## src/rtl/pwm_regbank_pkg.sv

```systemverilog
// Shared command/response codes, FSM states and channel field bundle
// for the UART-driven PWM register bank.
package pwm_regbank_pkg;

  localparam logic [7:0] FN_SET    = 8'h01;
  localparam logic [7:0] FN_LS     = 8'h02;
  localparam logic [7:0] FN_COMMIT = 8'h03;
  localparam logic [7:0] FN_READ   = 8'h04;
  localparam logic [7:0] FN_BCAST  = 8'h05;

  localparam logic [7:0] RC_ACK    = 8'h00;
  localparam logic [7:0] RC_UNK    = 8'hE1;
  localparam logic [7:0] RC_BADCH  = 8'hE2;
  localparam logic [7:0] RC_TMO    = 8'hE3;
  localparam logic [7:0] RC_NOMASK = 8'hE4;

  typedef enum logic [1:0] {
    ST_IDLE,
    ST_DECODE,
    ST_WAIT,
    ST_RESP
  } state_t;

  // Field order mirrors frame bytes 2..6
  typedef struct packed {
    logic [7:0]  hs_ctrl;
    logic [7:0]  duty;
    logic [15:0] dessert;
    logic [7:0]  pulse_num;
  } ch_cfg_t;

  function automatic logic [7:0] frame_byte(
    input logic [87:0] d,
    input int          n
  );
    return d[95-8*n -: 8];
  endfunction

endpackage

```

## src/rtl/pwm_ch_regs.sv

```systemverilog
// One PWM channel: shadow registers loaded by commands, active copy
// updated from shadow on a commit strobe.
module pwm_ch_regs
  import pwm_regbank_pkg::*;
#(
  parameter int PW = 32
) (
  input  logic          clk_50M,
  input  logic          rst_n,
  input  logic          ld_hs_i,
  input  logic          ld_ls_i,
  input  logic          commit_i,
  input  ch_cfg_t       cfg_i,
  input  logic [7:0]    ls_i,
  input  logic [PW-1:0] pat_i,
  output ch_cfg_t       cfg_o,
  output logic [7:0]    ls_o,
  output logic [PW-1:0] pat_o
);

  ch_cfg_t       sh_cfg_q, act_cfg_q;
  logic [7:0]    sh_ls_q, act_ls_q;
  logic [PW-1:0] sh_pat_q, act_pat_q;

  always_ff @(posedge clk_50M or negedge rst_n) begin
    if (!rst_n) begin
      sh_cfg_q  <= '0;
      sh_ls_q   <= '0;
      sh_pat_q  <= '0;
      act_cfg_q <= '0;
      act_ls_q  <= '0;
      act_pat_q <= '0;
    end else begin
      if (ld_hs_i) begin
        sh_cfg_q <= cfg_i;
        sh_pat_q <= pat_i;
      end
      if (ld_ls_i) sh_ls_q <= ls_i;
      if (commit_i) begin
        act_cfg_q <= sh_cfg_q;
        act_ls_q  <= sh_ls_q;
        act_pat_q <= sh_pat_q;
      end
    end
  end

  assign cfg_o = act_cfg_q;
  assign ls_o  = act_ls_q;
  assign pat_o = act_pat_q;

endmodule

```

## src/rtl/uart_pwm_regbank.sv

```systemverilog
// UART command frames -> double-buffered PWM channel registers.
// Define REGBANK_READBACK_EN to enable the 0x04 readback command.
module uart_pwm_regbank
  import pwm_regbank_pkg::*;
#(
  parameter int NUM_CH     = 8,
  parameter int PAT_WIDTH  = 32,
  parameter int COMMIT_TMO = 1048575
) (
  input  logic                          clk_50M,
  input  logic                          rst_n,
  input  logic                          pack_done,
  input  logic [7:0]                    func_reg,
  input  logic [87:0]                   rev_data,
  input  logic [NUM_CH-1:0]             ch_busy,
  output logic [NUM_CH-1:0]             hs_en,
  output logic [8*NUM_CH-1:0]           duty_num,
  output logic [8*NUM_CH-1:0]           pulse_num,
  output logic [8*NUM_CH-1:0]           ls_ctrl,
  output logic [16*NUM_CH-1:0]          pulse_dessert,
  output logic [PAT_WIDTH*NUM_CH-1:0]   pat,
  output logic                          resp_valid,
  input  logic                          resp_ready,
  output logic [7:0]                    resp_code,
  output logic [31:0]                   resp_data,
  output logic                          cmd_busy,
  output logic [7:0]                    drop_cnt
);

  localparam int TW = $clog2(COMMIT_TMO + 1);

  state_t                 state_q, state_d;
  logic [7:0]             func_q;
  logic [87:0]            data_q;
  logic [7:0]             code_q, code_d;
  logic [31:0]            rdata_q, rdata_d;
  logic [TW-1:0]          tmo_q;
  logic [7:0]             drop_q;
  logic [NUM_CH-1:0]      ld_hs, ld_ls, commit;
  logic [NUM_CH-1:0]      mask;
  logic [7:0]             b1;
  logic                   ch_ok, busy_clr, tmo_hit;
  ch_cfg_t                cfg_new;
  logic [PAT_WIDTH-1:0]   pat_new;
  ch_cfg_t                act_cfg [NUM_CH];

  assign b1       = frame_byte(data_q, 1);
  assign ch_ok    = int'(b1) < NUM_CH;
  assign mask     = data_q[72 +: NUM_CH];
  assign busy_clr = (ch_busy & mask) == '0;
  assign tmo_hit  = tmo_q == TW'(COMMIT_TMO);
  // Bytes 2..6 land directly on the field bundle
  assign cfg_new  = data_q[79:40];
  assign pat_new  = data_q[8 +: PAT_WIDTH];

`ifdef REGBANK_READBACK_EN
  logic [31:0] rb;
  always_comb begin
    rb = '0;
    for (int i = 0; i < NUM_CH; i++)
      if (b1 == 8'(i))
        rb = {act_cfg[i].duty, act_cfg[i].pulse_num,
              act_cfg[i].dessert};
  end
`endif

  always_ff @(posedge clk_50M or negedge rst_n) begin
    if (!rst_n) begin
      state_q <= ST_IDLE;
      func_q  <= '0;
      data_q  <= '0;
      code_q  <= '0;
      rdata_q <= '0;
      tmo_q   <= '0;
      drop_q  <= '0;
    end else begin
      state_q <= state_d;
      code_q  <= code_d;
      rdata_q <= rdata_d;
      tmo_q   <= (state_q == ST_WAIT) ? tmo_q + 1'b1 : '0;
      if (state_q == ST_IDLE && pack_done) begin
        func_q <= func_reg;
        data_q <= rev_data;
      end
      if (pack_done && state_q != ST_IDLE && drop_q != 8'hFF)
        drop_q <= drop_q + 8'd1;
    end
  end

  always_comb begin
    state_d = state_q;
    code_d  = code_q;
    rdata_d = rdata_q;
    unique case (state_q)
      ST_IDLE: if (pack_done) state_d = ST_DECODE;
      ST_DECODE: begin
        state_d = ST_RESP;
        code_d  = RC_ACK;
        rdata_d = '0;
        unique case (1'b1)
          func_q == FN_SET,
          func_q == FN_LS:
            if (!ch_ok) code_d = RC_BADCH;
          func_q == FN_BCAST: ;
          func_q == FN_COMMIT:
            if (mask == '0) code_d = RC_NOMASK;
            else state_d = ST_WAIT;
`ifdef REGBANK_READBACK_EN
          func_q == FN_READ:
            if (!ch_ok) code_d = RC_BADCH;
            else rdata_d = rb;
`endif
          default: code_d = RC_UNK;
        endcase
      end
      ST_WAIT:
        if (busy_clr) begin
          state_d = ST_RESP;
          code_d  = RC_ACK;
        end else if (tmo_hit) begin
          state_d = ST_RESP;
          code_d  = RC_TMO;
        end
      ST_RESP: if (resp_ready) state_d = ST_IDLE;
      default: state_d = ST_IDLE;
    endcase
  end

  always_comb begin
    ld_hs  = '0;
    ld_ls  = '0;
    commit = '0;
    if (state_q == ST_DECODE) begin
      for (int i = 0; i < NUM_CH; i++) begin
        ld_hs[i] = (func_q == FN_SET && b1 == 8'(i))
                 || func_q == FN_BCAST;
        ld_ls[i] = func_q == FN_LS && b1 == 8'(i);
      end
    end
    if (state_q == ST_WAIT && busy_clr) commit = mask;
  end

  assign resp_valid = state_q == ST_RESP;
  assign cmd_busy   = state_q != ST_IDLE;
  assign resp_code  = code_q;
  assign resp_data  = rdata_q;
  assign drop_cnt   = drop_q;

  for (genvar i = 0; i < NUM_CH; i++) begin : g_ch
    pwm_ch_regs #(.PW(PAT_WIDTH)) u_regs (
      .clk_50M  (clk_50M),
      .rst_n    (rst_n),
      .ld_hs_i  (ld_hs[i]),
      .ld_ls_i  (ld_ls[i]),
      .commit_i (commit[i]),
      .cfg_i    (cfg_new),
      .ls_i     (frame_byte(data_q, 2)),
      .pat_i    (pat_new),
      .cfg_o    (act_cfg[i]),
      .ls_o     (ls_ctrl[8*i +: 8]),
      .pat_o    (pat[PAT_WIDTH*i +: PAT_WIDTH])
    );
    assign hs_en[i]               = act_cfg[i].hs_ctrl[0];
    assign duty_num[8*i +: 8]     = act_cfg[i].duty;
    assign pulse_num[8*i +: 8]    = act_cfg[i].pulse_num;
    assign pulse_dessert[16*i +: 16] = act_cfg[i].dessert;
  end

endmodule

```

## config.mk

```make
export PLATFORM = sky130hd
export DESIGN_NAME = uart_pwm_regbank
export DESIGN_NICKNAME = d
export VERILOG_FILES = /design/src/rtl/pwm_regbank_pkg.sv /design/src/rtl/pwm_ch_regs.sv /design/src/rtl/uart_pwm_regbank.sv
export SDC_FILE = /design/constraint.sdc
export NUM_CORES = 1
export LEC_CHECK = 0
export BUFFER_PORTS_ARGS = -buffer_cell sky130_fd_sc_hd__buf_2
export CAP_MARGIN = 25
export CORE_ASPECT_RATIO = 0.7
export CORE_MARGIN = 8
export CORE_UTILIZATION = 35
export CTS_CLUSTER_SIZE = 8
export DETAILED_ROUTE_END_ITERATION = 8
export GPL_TIMING_DRIVEN = 1
export PLACE_DENSITY_LB_ADDON = 0.1
export SETUP_SLACK_MARGIN = 0.05
export SLEW_MARGIN = 10
export SYNTH_ARGS = -nofsm -noshare
export SYNTH_HDL_FRONTEND = slang
export SYNTH_SLANG_ARGS = --single-unit
```

## constraint.sdc

```tcl
create_clock -name clk_50M -period 2.2 [get_ports clk_50M]
set_input_delay 0.22 -clock clk_50M [delete_from_list [all_inputs] [get_ports clk_50M]]
set_output_delay 0.22 -clock clk_50M [all_outputs]
set_load 0.05 [all_outputs]
```

==> results of run 1 <==
[routing by layer]
metal | wire length (µm) | GRT usage, %
met2 | 74200 | 32.5
met5 | 12 | 0
met4 | 3110 | 4.87
met3 | 7540 | 4.69
met1 | 66800 | 25.5
[cell type report]
| type | count | area (µm²) | share of cell area (%) |
|---|---|---|---|
| flip-flops and latches | 1290 | 32300 | 52.3 |
| repair buffers | 945 | 6620 | 10.7 |
| clock buffers | 187 | 4610 | 7.48 |
| multi-input cells | 1463 | 15800 | 25.6 |
| inverters | 9 | 33.8 | 0.0547 |
| diodes | 7 | 17.5 | 0.0284 |
| well taps | 1856 | 2320 | 3.76 |
| clock inverters | 4 | 46.3 | 0.0750 |
[cells by family after synthesis]
family / synth area share, %
xor gates and xnor gates: 0.449
DFF: 66.2
AOI/OAI and AO/OA: 0.321
and+or+nand+nor: 1.24
other: 0.00769
buffers and inverters: 2.29
adders and majority gates: 0.154
muxes: 29.3
[critical path, delay by kind of cell (launching register included)]
family	cells	cell delay, ns
buffers and inverters	3	0.59
and+or+nand+nor	3	1.04
AOI/OAI and AO/OA	1	0.07
DFF	1	0.39
muxes	1	0.28
[flip-flops by register name, indices dropped and copies added (netlist names)]
signal                cells
resp_code                 4
g_ch.u_regs.sh_ls_q      64
tmo_q                    20
state_q                   2
drop_cnt                  8
data_q                   80
g_ch.u_regs.sh_cfg_q    264
g_ch.u_regs.cfg_o       264
g_ch.u_regs.ls_o         64
func_q                    8
g_ch.u_regs.pat_o       256
g_ch.u_regs.sh_pat_q    256
[cells in the mapped netlist (all sizes together) (3+ instances only)]
cell,n
nor2,29
dfrtp,1290
nand4,13
nand2b,3
a21oi,7
a22oi,4
xnor2,12
nand3,10
clkbuf,72
ha,6
inv,9
xor2,13
buf,100
nand2,22
nor2b,3
mux2,1261
nor3,15
and3,7
[power groups by stage]
| stage | Clock [mW] | Combinational (mW) | Sequential [mW] |
|---|---|---|---|
| after floorplan | 0 | 6.97 | 37.7 |
| after global placement | 0 | 17.5 | 34.9 |
| after detailed placement | 0 | 17.7 | 35.0 |
| after CTS | 25.0 | 17.9 | 34.6 |
| after global routing | 25.9 | 18.7 | 35.3 |
| final | 24.2 | 17.7 | 34.4 |
[per-stage QoR]
stage	area, µm²	total power [mW]	setup TNS (ns)	utilization [%]	instances
after floorplan	49000	44.6	-39.20	-	2934
after global placement	55700	52.4	-126.23	40.3	5456
after detailed placement	55700	52.6	-131.23	40.3	5456
after CTS	61500	77.6	-117.18	44.5	5746
after global routing	61700	79.8	-220.48	44.6	5759
final	61700	76.2	-127.07	44.7	5761
[timing repair]
action	CTS	global route
setup buffers	5	1
gates cloned	2	6
resized for setup	18	8
setup endpoints to repair	1170	1172
hold endpoints to repair	992	0
hold buffers	92	0
pin swaps	3	0
[how the worst max path moves through the flow]
stage,to,slack [ns],depth (start not counted),start
CTS,g_ch[5].u_regs.sh_pat_q[20],-0.29,8,func_q[3]
global placement,g_ch[5].u_regs.sh_pat_q[19],-0.29,7,func_q[3]
floorplan,g_ch[5].u_regs.sh_cfg_q[0],-0.17,8,func_q[3]
detailed placement,g_ch[5].u_regs.sh_pat_q[18],-0.31,7,func_q[3]
global route,g_ch[5].u_regs.sh_pat_q[20],-0.40,8,func_q[3]
finish,g_ch[6].u_regs.sh_cfg_q[29],-0.32,8,func_q[3]
==> flow_metrics.py, run 1 <==
metrics = {
    "global_route": {
        "overflow": 0,
        "grt_max_degree": 78,
        "grt_pass1_wl_um": 217000,
        "grt.total_usage_pct": 19.4,
        "grt_pass1_vias": 29837,
        "antenna_found_initial": 11,
    },
    "floorplanning": {
        "dieArea_um2": 152000,
        "coreArea_um2": 138000,
        "die-width_um": 462,
        "initial_core_util_pct": 35.3,
        "ios": 742,
        "row_count": 114,
        "die_y_um": 328,
    },
    "cts": {
        "cts-root-buf": "clkbuf_16",
        "worstSkewPairLatency_ns": 0.76,
        "numCtsBuffers": 179,
        "htreeDepth": 4,
        "clock-sinks": 1290,
        "clk_pin_slew_ns": 0.06,
        "cts_tree": "done",
        "cts_buffer_depth": 3,
    },
    "pwr": {
        "p_sw_mw": 25.9,
        "max-vdd-ir-drop_uv": 784,
        "leakagePower_nw": 33.2,
        "share_comb_of_total_power_pct": 23.2,
        "pwr-share-seq_pct": 45.1,
        "p_int_mw": 50.3,
        "p_sw_share_pct": 34.0,
        "power_density_nw_per_um2": 1240,
        "power_frac_clock_pct": 31.7,
    },
    "setup_path": {
        "r2r_setup_slack_ns": -0.32,
        "worst-endpoint-required_ns": 2.84,
        "crit_slowest_cell": "or4_4",
        "max_stage_delay_ns": 0.57,
        "r2r_cells": 8,
        "worstSetupEndpointType": "flop",
        "r2r-end": "g_ch[6].u_regs.sh_cfg_q[29]",
        "worst_setup_path_start_kind": "flop",
        "path_class": "reg2reg",
        "path_cells": "or4_4, nor3b_4, nor3b_4, buf_12, a21oi_4, buf_12, clkbuf_16, mux2_2",
        "arrival_ns": 3.16,
        "crit_fanout": 10,
        "r2r-start": "func_q[3]",
    },
    "synth": {
        "synth_top_area_share_pct": 66.2,
        "yosysTopAreaCell": "dfrtp_1",
        "synthCells": 2901,
        "synthFlopType": "dfrtp_1",
        "async_flop_share_pct": 100,
        "synth_seq_cells": 1290,
        "avgSynthCellArea_um2": 16.8,
        "synth_area_um2": 48700,
        "synth_edf_count": 0,
        "synth_area_leaders": "dfrtp_1, mux2_2, buf_6, buf_4, mux2_4",
        "synth-seq-area-share_pct": 66.2,
        "synth_cell_types": 47,
        "synth_warnings": 0,
    },
    "outcome": {
        "failed_checks": "negative setup slack",
        "outcome": "finished, violations left",
    },
    "route": {
        "drt-wirelength-per-cell_um": 26.3,
        "via_per_inst": 4.86,
        "drt-pass1-iter-count": 4,
        "vias": 27976,
        "wl_um": 152000,
        "drt_iter0_drc": 1238,
        "drt.antenna.violating_nets": 0,
        "drc": 0,
    },
    "hold_path": {
        "holdPathStages": 4,
        "min_to": "data_q[46]",
        "min-delay-start": "pack_done",
        "holdCritPathClass": "in2reg",
    },
    "sta": {
        "drv_slew": 0,
        "worst_slack_ns": -0.317,
        "fmax_mhz": 397,
        "setup-violations-final": 998,
        "final-hold-violation-count": 0,
        "fin_crit_sh_pct": 114,
        "relSlewSlack_pct": 52.9,
        "fin_skew_ns": 0.0174,
        "rsz0062_at_grt": "true",
        "hold-worst-slack_ns": 0.121,
        "worstMarginPinSlew_ns": 0.706,
        "finalCriticalPeriod_ns": 2.52,
    },
    "layout": {
        "final_layout_size_suffix_gt1_share_pct": 60.0,
        "fillers": 12483,
        "final_common_cell": "dfrtp_1",
        "area_delta_synth_final_pct": 26.6,
        "layout_common_cells": "dfrtp_1, mux2_2, buf_2, clkbuf_16, dlygate4sd3_1",
        "layout.nets": 4002,
    },
    "placed_design": {
        "post-dp-hpwl_um": 103000,
        "io_buffers": 699,
        "place_ws_ns": -0.310,
        "place_congestion": 0.765,
    },
    "job": {
        "drv_cap": 0,
    },
}
Power figures use the tool's default switching activity.
==> inputs of run 2 (changes only) <==
==> constraint.sdc (replaced) <==
create_clock -name clk_50M -period 2.75 [get_ports clk_50M]
set_input_delay 0.275 -clock clk_50M [delete_from_list [all_inputs] [get_ports clk_50M]]
set_output_delay 0.275 -clock clk_50M [all_outputs]
set_load 0.05 [all_outputs]
==> run 2 against run 1 <==
Against the previous run: the run now ends clean; via count fell by 1.6%; fmax fell by 1.9%; sequential cell count did not move; highest routed layer is now met4.
==> flow_metrics.py, run 2 (synthesis results as in run 1) <==
metrics = {
    "layout": {
        "area_delta_synth_final_pct": 25.3,
        "finish.utilization_pct": 44.2,
        "final_layout_size_suffix_gt1_share_pct": 59.3,
        "layout_common_cells": "dfrtp_1, mux2_2, buf_2, clkbuf_16, dlygate4sd3_1",
        "layoutNonFillerInstCount": 5726,
        "layout.nets": 3965,
        "final_common_cell": "dfrtp_1",
    },
    "cts": {
        "cts_buffer_depth": 3,
        "worstSkewPairLatency_ns": 0.78,
        "cts_tree": "done",
        "htreeDepth": 4,
        "clk_pin_slew_ns": 0.05,
        "cts-root-buf": "clkbuf_16",
        "clock-sinks": 1290,
        "numCtsBuffers": 179,
    },
    "setup_path": {
        "worst_setup_path_start_kind": "flop",
        "arrival_ns": 3.22,
        "path_class": "reg2reg",
        "worstSetupEndpointType": "flop",
        "crit_fanout": 15,
        "worst-endpoint-required_ns": 3.40,
    },
    "sta": {
        "worstMarginPinSlew_ns": 0.787,
        "rsz0062_at_grt": "false",
        "hold-worst-slack_ns": 0.0560,
        "finalSetupTns_ns": 0,
        "fin_skew_ns": 0.0205,
        "fin_crit_sh_pct": 93.3,
        "fmax_mhz": 390,
        "setup-violations-final": 0,
        "relSlewSlack_pct": 47.1,
        "final-hold-violation-count": 0,
        "drv_slew": 0,
        "finalCriticalPeriod_ns": 2.56,
    },
    "floorplanning": {
        "dieArea_um2": 152000,
        "die_y_um": 328,
        "coreArea_um2": 138000,
        "ios": 742,
        "die-width_um": 462,
        "row_count": 114,
        "initial_core_util_pct": 35.3,
    },
    "global_route": {
        "grt_max_degree": 110,
        "overflow": 0,
        "antenna_found_initial": 4,
        "grt_pass1_wl_um": 214000,
        "grt.total_usage_pct": 19.2,
        "grt_pass1_vias": 29816,
    },
    "placed_design": {
        "post-dp-hpwl_um": 99400,
        "place_inst": 5420,
        "io_buffers": 699,
        "place_congestion": 0.752,
    },
    "route": {
        "vias": 27538,
        "drt-wirelength-per-cell_um": 25.8,
        "wl_um": 148000,
        "drc": 0,
        "drt.antenna.violating_nets": 0,
        "drt-pass1-iter-count": 4,
        "via_per_inst": 4.81,
        "drt_iter0_drc": 1141,
    },
    "pwr": {
        "leakagePower_nw": 32.9,
        "max-vdd-ir-drop_uv": 517,
        "power_density_nw_per_um2": 996,
        "total_power_mw": 60.9,
    },
    "hold_path": {
        "holdCritPathClass": "in2async",
    },
    "outcome": {
        "outcome": "complete, no violations",
    },
    "job": {
        "drv_cap": 0,
    },
}
[run 2: changes by cell type in the layout (fill, tap and decap cells not counted), sizes merged]
cell,previous run,this run
buf,849,809
dlygate4sd3,91,98
clkbuf,191,185
inv,13,17
clkinv,0,2
diode,7,5
bufbuf,1,0
bufinv,0,1
[run 2: stage by stage]
step	instance area (µm²)	setup WS, ns
global placement	55200	0.0486
CTS	61000	0.0639
finish	61100	0.185
global route	61100	0.0401
floorplan	48900	0.310
detailed placement	55200	0.0780
[run 2: final timing paths]
kind                            slack, ns  depth (start not counted)        from                         end
worst min-delay path                 0.06                          2       rst_n     g_ch[3].u_regs.pat_o[2]
max in group asynchronous            1.60                          3       rst_n                   tmo_q[15]
worst max-delay path                 0.19                          8   func_q[3]  g_ch[5].u_regs.sh_cfg_q[0]
worst max register to register       0.19                          8   func_q[3]  g_ch[5].u_regs.sh_cfg_q[0]
min in group clk_50M                 0.09                          5  resp_ready                  state_q[0]
worst min register to register       0.47                          1    tmo_q[0]                    tmo_q[0]
[run 2: report_power, final]
| group | total, mW | leakage (nW) | internal (mW) | switching (mW) |
|---|---|---|---|---|
| clock | 19.6 | 2.34 | 11.7 | 7.85 |
| combinational | 13.9 | 12.8 | 5.18 | 8.75 |
| sequential | 27.3 | 17.7 | 23.3 | 4.02 |
[run 2: worst max-delay path, stage by stage, from the launching register on]
cell and delay, ns:
dfrtp_1 0.37, or4_4 0.57, nor3b_4 0.24, buf_4 0.16, nand4_1 0.13, o21bai_4 0.24
buf_12 0.18, buf_12 0.17, mux2_2 0.34
[run 2: final cells by class]
type,instances,area [µm²]
Fill cell,12574,77100
Sequential cell,1290,32300
Multi-Input combinational cell,1463,15600
Timing Repair Buffer,908,6040
Clock buffer,184,4590
Tap cell,1856,2320
Clock inverter,11,158
Inverter,9,33.8
Antenna cell,5,12.5
[run 2: metal layers]
layer  vias to the layer above  part of all wire (%)  track usage, %
met1                     14646                    43            24.7
met3                       223                   5.9            5.36
met4                         0                   3.3            6.69
met2                       576                    48            31.3
li1                      12093                     -               -
met5                         -                     0               0
[run 2: timing repair]
item | in CTS | in global routing
resized for setup | 0 | 2
buffers inserted | 0 | 7
hold buffers | 98 | 0
hold endpoints to repair | 622 | 0
endpoints found under the setup margin | 0 | 97
==> inputs of run 3 (changes only) <==
--- a/config.mk
+++ b/config.mk
@@ -9,13 +9,13 @@
 export CAP_MARGIN = 25
 export CORE_ASPECT_RATIO = 0.7
 export CORE_MARGIN = 8
-export CORE_UTILIZATION = 35
+export CORE_UTILIZATION = 50
 export CTS_CLUSTER_SIZE = 8
 export DETAILED_ROUTE_END_ITERATION = 8
 export GPL_TIMING_DRIVEN = 1
 export PLACE_DENSITY_LB_ADDON = 0.1
 export SETUP_SLACK_MARGIN = 0.05
-export SLEW_MARGIN = 10
+export SLEW_MARGIN = 20
 export SYNTH_ARGS = -nofsm -noshare
 export SYNTH_HDL_FRONTEND = slang
 export SYNTH_SLANG_ARGS = --single-unit
==> run 3 against run 2 <==
Against the previous run: sequential share of layout area increased by 1.0 points; die area down 29%; hold slack better by 0.0048 ns; critical path type unchanged; highest routed layer unchanged.
==> flow_metrics.py, run 3 (synthesis results as in run 1) <==
metrics = {
    "route": {
        "drt-wirelength-per-cell_um": 26.5,
        "drt.antenna.violating_nets": 0,
        "drt-pass1-iter-count": 7,
        "wl_um": 135000,
        "via_per_inst": 5.48,
        "drt_iter0_drc": 1327,
        "drc": 0,
        "vias": 27995,
    },
    "layout": {
        "layout.nets": 3944,
        "final_layout_size_suffix_gt1_share_pct": 59.3,
        "layout_common_cells": "dfrtp_1, mux2_2, buf_2, clkbuf_16, dlygate4sd3_1",
        "area_delta_synth_final_pct": 23.0,
        "final_common_cell": "dfrtp_1",
    },
    "setup_path": {
        "critPathBufInv": 2,
        "crit_fanout": 47,
        "cpMostUsedCell": "nor3b_4",
        "path_class": "reg2reg",
        "worst_setup_path_start_kind": "flop",
        "max_stage_delay_ns": 0.58,
        "path_cells": "or4_4, nor3b_4, nor3b_4, buf_4, a31oi_4, buf_12, mux2_1",
        "worstSetupEndpointType": "flop",
        "cpLargestDelayFamily": "simple AND/OR/NAND/NOR gates",
        "worst-endpoint-required_ns": 3.36,
        "r2r_setup_slack_ns": 0.17,
        "arrival_ns": 3.19,
        "crit_slowest_cell": "or4_4",
    },
    "sta": {
        "rsz0062_at_grt": "false",
        "fin_skew_ns": 0.0250,
        "worstMarginPinSlew_ns": 0.780,
        "finalCriticalPeriod_ns": 2.58,
        "worst_slack_ns": 0.166,
        "drv_slew": 0,
        "fmax_mhz": 387,
        "final-hold-violation-count": 0,
        "setup-violations-final": 0,
        "finalSetupTns_ns": 0,
        "relSlewSlack_pct": 48.0,
        "fin_crit_sh_pct": 94.0,
    },
    "cts": {
        "numCtsBuffers": 179,
        "cts-root-buf": "clkbuf_16",
        "cts_tree": "done",
        "worstSkewPairLatency_ns": 0.76,
        "cts_buffer_depth": 3,
        "htreeDepth": 4,
        "clk_pin_slew_ns": 0.05,
        "clock-sinks": 1290,
    },
    "pwr": {
        "leakagePower_nw": 32.8,
        "power_density_nw_per_um2": 1010,
        "max-vdd-ir-drop_uv": 628,
    },
    "floorplanning": {
        "die-width_um": 389,
        "coreArea_um2": 96300,
        "dieArea_um2": 108000,
        "ios": 742,
        "row_count": 95,
        "die_y_um": 277,
        "initial_core_util_pct": 50.6,
    },
    "global_route": {
        "grt.total_usage_pct": 24.9,
        "grt_pass1_wl_um": 203000,
        "grt_pass1_vias": 30832,
        "overflow": 0,
        "antenna_found_initial": 0,
        "grt_max_degree": 109,
    },
    "placed_design": {
        "io_buffers": 699,
        "place_congestion": 0.832,
        "post-dp-hpwl_um": 91200,
        "place_ws_ns": 0.103,
    },
    "outcome": {
        "outcome": "complete, no violations",
    },
    "job": {
        "drv_cap": 0,
    },
    "hold_path": {
        "holdCritPathClass": "in2async",
    },
}
[run 3: where the power goes]
group          total, mW  internal (mW)  switching, mW
combinational       13.7           5.09           8.64
sequential          27.3           23.3           3.98
clock               19.4           11.8           7.60
[run 3: area by class of cell]
cell class                 count  area, µm²
clock buffer                 186       4650
multi-input combinational   1463      15600
fill                        7080      36300
sequential                  1290      32300
timing repair buffer         887       5620
clock inverter                 8        129
tap                         1261       1580
antenna                        1       2.50
inverter                       9       33.8
[run 3: metrics by stage]
stage	util (%)	cells	hold WS (ns)	power (mW)	cell area, µm²
2_1_floorplan	-	2934	-0.0206	35.6	48900
3_3_place_gp	56.3	4820	0.269	40.7	54300
3_5_place_dp	56.3	4820	0.273	41.3	54300
4_1_cts	62.2	5103	0.0404	61.1	59900
5_1_grt	62.3	5104	0.0948	63.0	59900
6_report	62.3	5105	0.0608	60.4	59900
[run 3: final timing paths]
path | from | endpoint | cells after the start
setup / recovery | func_q[3] | g_ch[0].u_regs.sh_cfg_q[21] | 7
hold / removal | rst_n | g_ch[3].u_regs.cfg_o[28] | 2
setup reg to reg | func_q[3] | g_ch[0].u_regs.sh_cfg_q[21] | 7
hold reg to reg | tmo_q[0] | tmo_q[0] | 1
max in group asynchronous | rst_n | g_ch[2].u_regs.sh_pat_q[12] | 3
min in group clk_50M | pack_done | state_q[0] | 5
[run 3: routing by layer]
layer / global-route usage, % / part of all wire [%] / up-vias
met4: 10.4 / 3.9 / 0
met3: 6.02 / 5.7 / 248
li1: - / - / 12011
met5: 0 / 0 / -
met2: 41.4 / 49 / 704
met1: 31.3 / 41 / 15032
[run 3: repair_timing]
action,CTS,global route
buffers inserted,0,1
endpoints found under the hold margin,245,0
setup endpoints to repair,0,321
resized for setup,0,1
hold buffers,89,0
[run 3: worst register-to-register path: cells and delay by family (launching register included)]
family	cells	cell delay (ns)
flops	1	0.38
mux	1	0.44
compound gates	1	0.11
simple gates	3	1.11
buf+inv	2	0.41
